**src/rtl/dnn_train_seq.sv**
```systemverilog
// Training-run sequencer: steps forward / backward / update over N_SAMPLES
// samples (forward only in test mode) and accumulates a saturating cost.
module dnn_train_seq #(
    parameter int N_SAMPLES = 4,
    parameter int ADDR_W    = 2
) (
    input  logic              aclk,
    input  logic              areset,
    input  logic              start,
    input  logic              mode_test,
    output logic              ready,
    output logic              done,
    output logic [31:0]       out_cosf,
    output logic [ADDR_W-1:0] sample_addr,
    output logic              fwd_start,
    input  logic              fwd_done,
    output logic              bwd_start,
    input  logic              bwd_done,
    output logic              upd_start,
    input  logic              upd_done,
    input  logic              cost_valid,
    input  logic [31:0]       cost_in
);

    typedef enum logic [2:0] {
        S_IDLE, S_FWD, S_FWDW, S_BWD, S_BWDW, S_UPD, S_UPDW, S_NEXT
    } state_t;

    localparam logic [ADDR_W-1:0] LAST_ADDR = ADDR_W'(N_SAMPLES - 1);

    state_t            state_q, state_d;
    logic              start_dly_q, start_dly_d;
    logic              mode_q, mode_d;
    logic              done_q, done_d;
    logic [31:0]       acc_q, acc_d;
    logic [ADDR_W-1:0] addr_q, addr_d;
    logic              ready_q, ready_d;
    logic              fwd_start_q, fwd_start_d;
    logic              bwd_start_q, bwd_start_d;
    logic              upd_start_q, upd_start_d;
    logic              start_acc;
    logic [32:0]       sum;

    always_comb begin
        state_d     = state_q;
        start_dly_d = start;
        mode_d      = mode_q;
        done_d      = done_q;
        addr_d      = addr_q;
        acc_d       = acc_q;
        start_acc   = start & ~start_dly_q & (state_q == S_IDLE);
        sum         = {1'b0, acc_q} + {1'b0, cost_in};

        case (state_q)
            S_IDLE: if (start_acc) begin
                state_d = S_FWD;
                mode_d  = mode_test;
                addr_d  = '0;
                done_d  = 1'b0;
            end
            S_FWD:  state_d = S_FWDW;
            S_FWDW: if (fwd_done) state_d = mode_q ? S_NEXT : S_BWD;
            S_BWD:  state_d = S_BWDW;
            S_BWDW: if (bwd_done) state_d = S_UPD;
            S_UPD:  state_d = S_UPDW;
            S_UPDW: if (upd_done) state_d = S_NEXT;
            S_NEXT: begin
                if (addr_q == LAST_ADDR) begin
                    state_d = S_IDLE;
                    done_d  = 1'b1;
                end else begin
                    addr_d  = addr_q + ADDR_W'(1);
                    state_d = S_FWD;
                end
            end
            default: state_d = S_IDLE;
        endcase

        // Clearing on an accepted start takes priority over a coincident cost.
        if (start_acc)
            acc_d = '0;
        else if (cost_valid && state_q != S_IDLE)
            acc_d = sum[32] ? 32'hFFFF_FFFF : sum[31:0];

        // Moore outputs registered from the next state so they align with state_q.
        ready_d     = (state_d == S_IDLE);
        fwd_start_d = (state_d == S_FWD);
        bwd_start_d = (state_d == S_BWD);
        upd_start_d = (state_d == S_UPD);
    end

    always_ff @(posedge aclk) begin
        if (areset) begin
            state_q     <= S_IDLE;
            start_dly_q <= 1'b0;
            mode_q      <= 1'b0;
            done_q      <= 1'b0;
            acc_q       <= '0;
            addr_q      <= '0;
            ready_q     <= 1'b1;
            fwd_start_q <= 1'b0;
            bwd_start_q <= 1'b0;
            upd_start_q <= 1'b0;
        end else begin
            state_q     <= state_d;
            start_dly_q <= start_dly_d;
            mode_q      <= mode_d;
            done_q      <= done_d;
            acc_q       <= acc_d;
            addr_q      <= addr_d;
            ready_q     <= ready_d;
            fwd_start_q <= fwd_start_d;
            bwd_start_q <= bwd_start_d;
            upd_start_q <= upd_start_d;
        end
    end

    assign ready       = ready_q;
    assign done        = done_q;
    assign out_cosf    = acc_q;
    assign sample_addr = addr_q;
    assign fwd_start   = fwd_start_q;
    assign bwd_start   = bwd_start_q;
    assign upd_start   = upd_start_q;

endmodule

```
**config.mk**
```make
export PLATFORM = sky130hd
export DESIGN_NAME = dnn_train_seq
export DESIGN_NICKNAME = d
export VERILOG_FILES = /design/src/rtl/dnn_train_seq.sv
export SDC_FILE = /design/constraint.sdc
export NUM_CORES = 1
export LEC_CHECK = 0
export ABC_AREA = 0
export CAP_MARGIN = 10
export CORE_UTILIZATION = 45
export CTS_CLUSTER_DIAMETER = 40
export CTS_CLUSTER_SIZE = 8
export DETAILED_ROUTE_END_ITERATION = 16
export PLACE_DENSITY = 0.73
export REMOVE_ABC_BUFFERS = 1
export SKIP_LAST_GASP = 1
export SYNTH_ARGS = -nofsm -noshare
export SYNTH_HDL_FRONTEND = slang
export SYNTH_SLANG_ARGS = --single-unit
```
**constraint.sdc**
```tcl
create_clock -name aclk -period 3.3 [get_ports aclk]
set_clock_uncertainty 0.05 [all_clocks]
set_input_delay 0.66 -clock aclk [delete_from_list [all_inputs] [get_ports aclk]]
set_output_delay 0.66 -clock aclk [all_outputs]
set_load 0.02 [all_outputs]
```
### After elaboration in Yosys (flattened, before gate mapping)

Cells that the tools add are included.

| word-level totals | value |
|---|---|
| flip-flop bits (word level) | 44 |
| word-level logic and storage cells | 52 |
| input port bits | 40 |
| output and inout bits | 39 |

| cells by class | value |
|---|---|
| multiplexer cells | 14 |
| reductions and logical operators | 9 |
| $add $sub $neg | 2 |
| bitwise gates (word level) | 3 |
| equal/unequal tests | 14 |

Operators by type and width:

| cell | number |
|---|---|
| 32-bit by 32-bit adder with 33-bit output | 1 |
| 32-bit two-way mux | 1 |
| 3-bit case mux with 8 select lines | 1 |
| 3-bit == test, second input constant | 5 |
| 3-bit two-way mux | 5 |
| 3-bit by 2-bit == test with 1-bit output, second input constant | 3 |
| 3-bit by 1-bit == test with 1-bit output, second input constant | 2 |
| 3-bit zero test | 2 |
| 2-bit inequality test, second input constant | 3 |
| 3-bit AND reduction | 2 |
| 2-bit two-way mux | 2 |
| 2-bit case mux with 2 select lines | 1 |
| 1-bit two-way mux | 3 |
| 3-bit nonzero test | 1 |
| 2-bit by 1-bit adder with 2-bit output, second input constant | 1 |
| 1-bit bitwise AND | 2 |
| 2-bit == test, second input constant | 1 |
| 1-bit case mux with 2 select lines | 1 |
| 2-bit AND reduction | 1 |
| 2-bit nonzero test | 1 |
| 2-bit OR reduction | 1 |
| 1-bit logical AND | 1 |
| 1-bit inverter | 1 |

### Depth between registers and ports, before layout

| depth | value |
|---|---|
| word-level depth | 6 |
| mapped depth | 11 |
| mapped depth without buffers | 10 |

### Worst setup path after synthesis

OpenSTA, ideal clock, no wires.

| timing path | value |
|---|---|
| path type | in2reg |
| from | in cost_in[0] |
| to | reg acc_q[18], in the netlist out_cosf[18] |
| path buffers | 1 |
| setup slack | 0.327 ns |
| setup time | 0.119 ns |
| required time | 3.131 ns |
| data arrival time | 2.804 ns |
| stages on the path | 11 |
| cell sequence | ha_1 > fa_1 > a211oi_1 > or3_4 > a21oi_2 > a21oi_2 > a21o_1 > o31ai_4 > a21boi_2 > buf_6 > a21oi_1 |

| between the ends | value |
|---|---|
| cells in the longest elaborated chain, start to end | 2 |

Ends and longest elaborated chain:

| element | line | RTL |
|---|---|---|
| from (decl) | 22 | `input logic [31:0] cost_in` |
| 32-bit by 32-bit adder with 33-bit output | 52 | `sum = {1'b0, acc_q} + {1'b0, cost_in};` |
| 32-bit two-way mux | 83 | `acc_d = sum[32] ? 32'hFFFF_FFFF : sum[31:0];` |
| to (signal assigned) | 98 | `acc_q <= '0;` |
| to (signal assigned) | 109 | `acc_q <= acc_d;` |
| to (decl) | 35 | `logic [31:0] acc_q, acc_d;` |

No other way between the ends.
A chain may end at the register's enable or synchronous reset.

### Final worst setup path

| timing path | value |
|---|---|
| from | in cost_in[0] |
| to | reg acc_q[0], in the netlist out_cosf[0] |

The elaborated chain is that of the path after synthesis.

==> metrics.md <==
| Metric | Value |
|---|---|
| Status | finished clean |
| CORE AREA | ~0.0073 mm² |
| Post-CTS setup buffers | 0 |
| Top cell type's share of synthesized area | around a quarter |
| Root Driver | clkbuf_8 |
| Critical Path RT | about 3.5 ns |
| Initial DRC Count | around 160 |
| Starting density of the core | between 40% and 50% |
| Hold crit path type | flop to flop |
| Routed len/inst | 14.37 µm |
| Mapped Cells | roughly 420 |
| Setup crit end kind | flop |
| Top post-synthesis cells by area | dfxtp_1 26%, ha_1 12%, o21ai_0 8.8%, a21oi_2 7.7%, a21oi_1 5.8% |
| WS Path Type | primary input to flop |
| Leakage | ~1.8 nW |
| Hold Path End | sample_addr[1] |
| Worst slew margin | between 70% and 80% |
| R2R Path End | out_cosf[0] |
| Via Count | roughly 3400 |
| Max-cap violations | 0 |
| CTS H-tree lvls | 2 |
| Post-Syn Area per Cell | between 8 and 9 µm² |
| Fraction of registers with async set/reset | 0% |
| Ys flop type | dfxtp_1 |
| Overflow after GRT | 0 |
| Final Hold Vio Count | 0 |
| Routed WL | around 9000 µm |
| PnR worst setup slack | 0.1738 ns |
| Hold buffer count at cts | 0 |
| Max-slew violations | 0 |
| GRT Util Overall | 23.20% |
| Setup_tns | 0 ns |
| Reg-to-Reg Start | out_cosf[0] |
| Critical Path AT | 3.31 ns |
| CTS tree | built |
| Detail Placement HPWL | 6764 µm |
| Remaining DRCs | 0 |
| Hold Crit Start | sample_addr[1] |
| Ratio of cells with drive above 1 in the final layout | 14.42% |
| Pwr Total | about 0.0018 W |
| RSZ-0062 raised after global routing | false |
| Yosys cell types | 51 |
| Via count of the first global-routing pass | between 3000 and 4000 |
| CTS sink cnt | between 40 and 50 |
| Top-Level Pins | between 70 and 80 |
| Die area | between 0.007 and 0.008 mm² |
| CP Max Fanout | 18 |
| YS warnings | 0 |
| Hold Path Depth | 2 |
| Tmin final | ~3.1 ns |
| Synth Cell Area | about 0.0034 mm² |
| CP Cell Sequence | clkdlybuf4s50_1, ha_1, fa_1, a211oi_1, buf_4, or3_4, a21oi_2, a21oi_2, a21o_1, o31ai_4, a21boi_4, buf_12, a21oi_1 |
| First-pass GRT wire length | about 15000 µm |
| Final Core Density | 62.42% |
| FMAX | between 0.3 and 0.4 GHz |
| Final Net Count | ~590 |
| Port buffer count | between 70 and 80 |
| Most frequent CP cell | a21oi_2 |
| EDFF count, synth | 0 |
| Post-DP Area | 0.004454 mm² |
| Clk_lat worst skew | 0.31 ns |
| Area leader, netlist | dfxtp_1 |
| Post-Place Setup Slack | -0.2001 ns |
| Worst path max stage delay | 0.46 ns |
| Tcrit/Tclk final | 94.73% |
| CTS resizes | 0 |
| Fin area | approximately 0.0046 mm² |
| Startpoint types | primary input |
| Initial antenna violation count | 0 |
| GP Congestion | about 0.87 |
| Final ANT Viol Nets | 0 |
| Critical path's slowest cell | clkdlybuf4s50_1 |
| Vias per cell | 5.608 |
| Worst VDD drop | roughly 0.0002 V |
| Reg2Reg Setup Slack | approximately 0.58 ns |
| Top-count cell post-synth | o21ai_0 |
| CTS clk-pin slew, worst paths | ~0.1 ns |
| Clock tree buffer depth | 2 |
| CTS Buf Count | 5 |
| Worst-Margin Slew | 0.3681 ns |
| Post-synthesis sequential area ratio | 25.68% |
| Worst r2r path cells | 12 |
| # diodes | 0 |
| Final setup fails | 0 |
| First-pass DRT Iterations | 4 |
| Area grow syn2layout | 32.73% |
| Top cells by count, synth | 60 x o21ai_0, 44 x dfxtp_1, 40 x a21oi_1, 33 x ha_1, 30 x a21oi_2 |
| # rows | 31 |
| Die Y-Extent | between 80 and 90 µm |
| Pin count of the biggest net entering global routing | 33 |
| Die X | 89.30 µm |
| P per Cell Area | 403.2 mW/mm² |
| #FFs+latches synth | between 40 and 50 |
## sequential cells by signal, indices dropped and copies added, names as in the netlist
register,count
out_cosf,32
fwd_start,1
upd_start,1
state_q,3
done,1
ready,1
bwd_start,1
start_dly_q,1
sample_addr,2
mode_q,1
## power breakdown
| group | total (W) | internal (W) | switching, W |
|---|---|---|---|
| Combinational | 0.000838 | 0.000380 | 0.000458 |
| Sequential | 0.000625 | 0.000581 | 0.0000436 |
| Clock | 0.000373 | 0.000170 | 0.000203 |
## logic make-up (layout without fill, tap and decap cells)
kind of cell | after synthesis | in the layout | synth area share (%)
compound gates | 187 | 187 | 35.53
xor+xnor | 27 | 27 | 6.895
fa+ha+maj | 34 | 34 | 12.62
buf+inv | 34 | 123 | 4.450
flops | 44 | 44 | 25.68
mux | 2 | 2 | 0.5838
simple gates | 96 | 96 | 14.23
## stage by stage
step,hold slack [ns],instances
after floorplan,0.4142,400
after global placement,0.4167,604
after detailed placement,0.4204,604
after CTS,0.4346,612
after global routing,0.4571,612
final,0.4309,612
## worst max path at each step
stage	startpoint	slack, ns	cells past startpoint	to
2_1_floorplan	cost_in[0]	-0.54	10	out_cosf[0]
3_3_place_gp	cost_in[0]	-0.11	12	out_cosf[22]
3_5_place_dp	cost_in[0]	-0.20	13	out_cosf[0]
4_1_cts	cost_in[0]	0.11	13	out_cosf[0]
5_1_grt	cost_in[0]	0.01	12	out_cosf[26]
6_report	cost_in[0]	0.17	13	out_cosf[0]
## layout make-up
class,instances,area [µm²]
clock inverters,2,15.01
multi-input cells,346,2404
clock buffers,6,82.58
fillers,675,2740
flip-flops and latches,44,880.8
inverters,10,37.54
repair buffers,105,1008
well taps,99,123.9
## critical path: cells and delay by family
family | cells | cell delay (ns)
simple gates | 1 | 0.37
compound gates | 7 | 1.08
buf+inv | 3 | 0.78
fa+ha+maj | 2 | 0.41
## routing by layer
metal | global-route usage [%] | share of wire (%) | up-vias
li1 | - | - | 1739
met1 | 30.36 | 49 | 1600
met2 | 41.01 | 47 | 89
met3 | 2.770 | 3.8 | 4
met4 | 4.762 | 0.53 | 0
met5 | 0 | 0 | -
## cell usage in the layout (no fill, tap or decap), types with 17 or more instances in the layout
| cell type | synthesis | final |
|---|---|---|
| nand2_1 | 24 | 24 |
| dfxtp_1 | 44 | 44 |
| a21oi_2 | 30 | 30 |
| o21ai_0 | 60 | 60 |
| clkdlybuf4s50_1 | 0 | 78 |
| nor2_1 | 22 | 22 |
| a21oi_1 | 40 | 40 |
| buf_4 | 0 | 25 |
| a21o_1 | 17 | 17 |
| ha_1 | 33 | 33 |
Power figures use the tool's default switching activity.
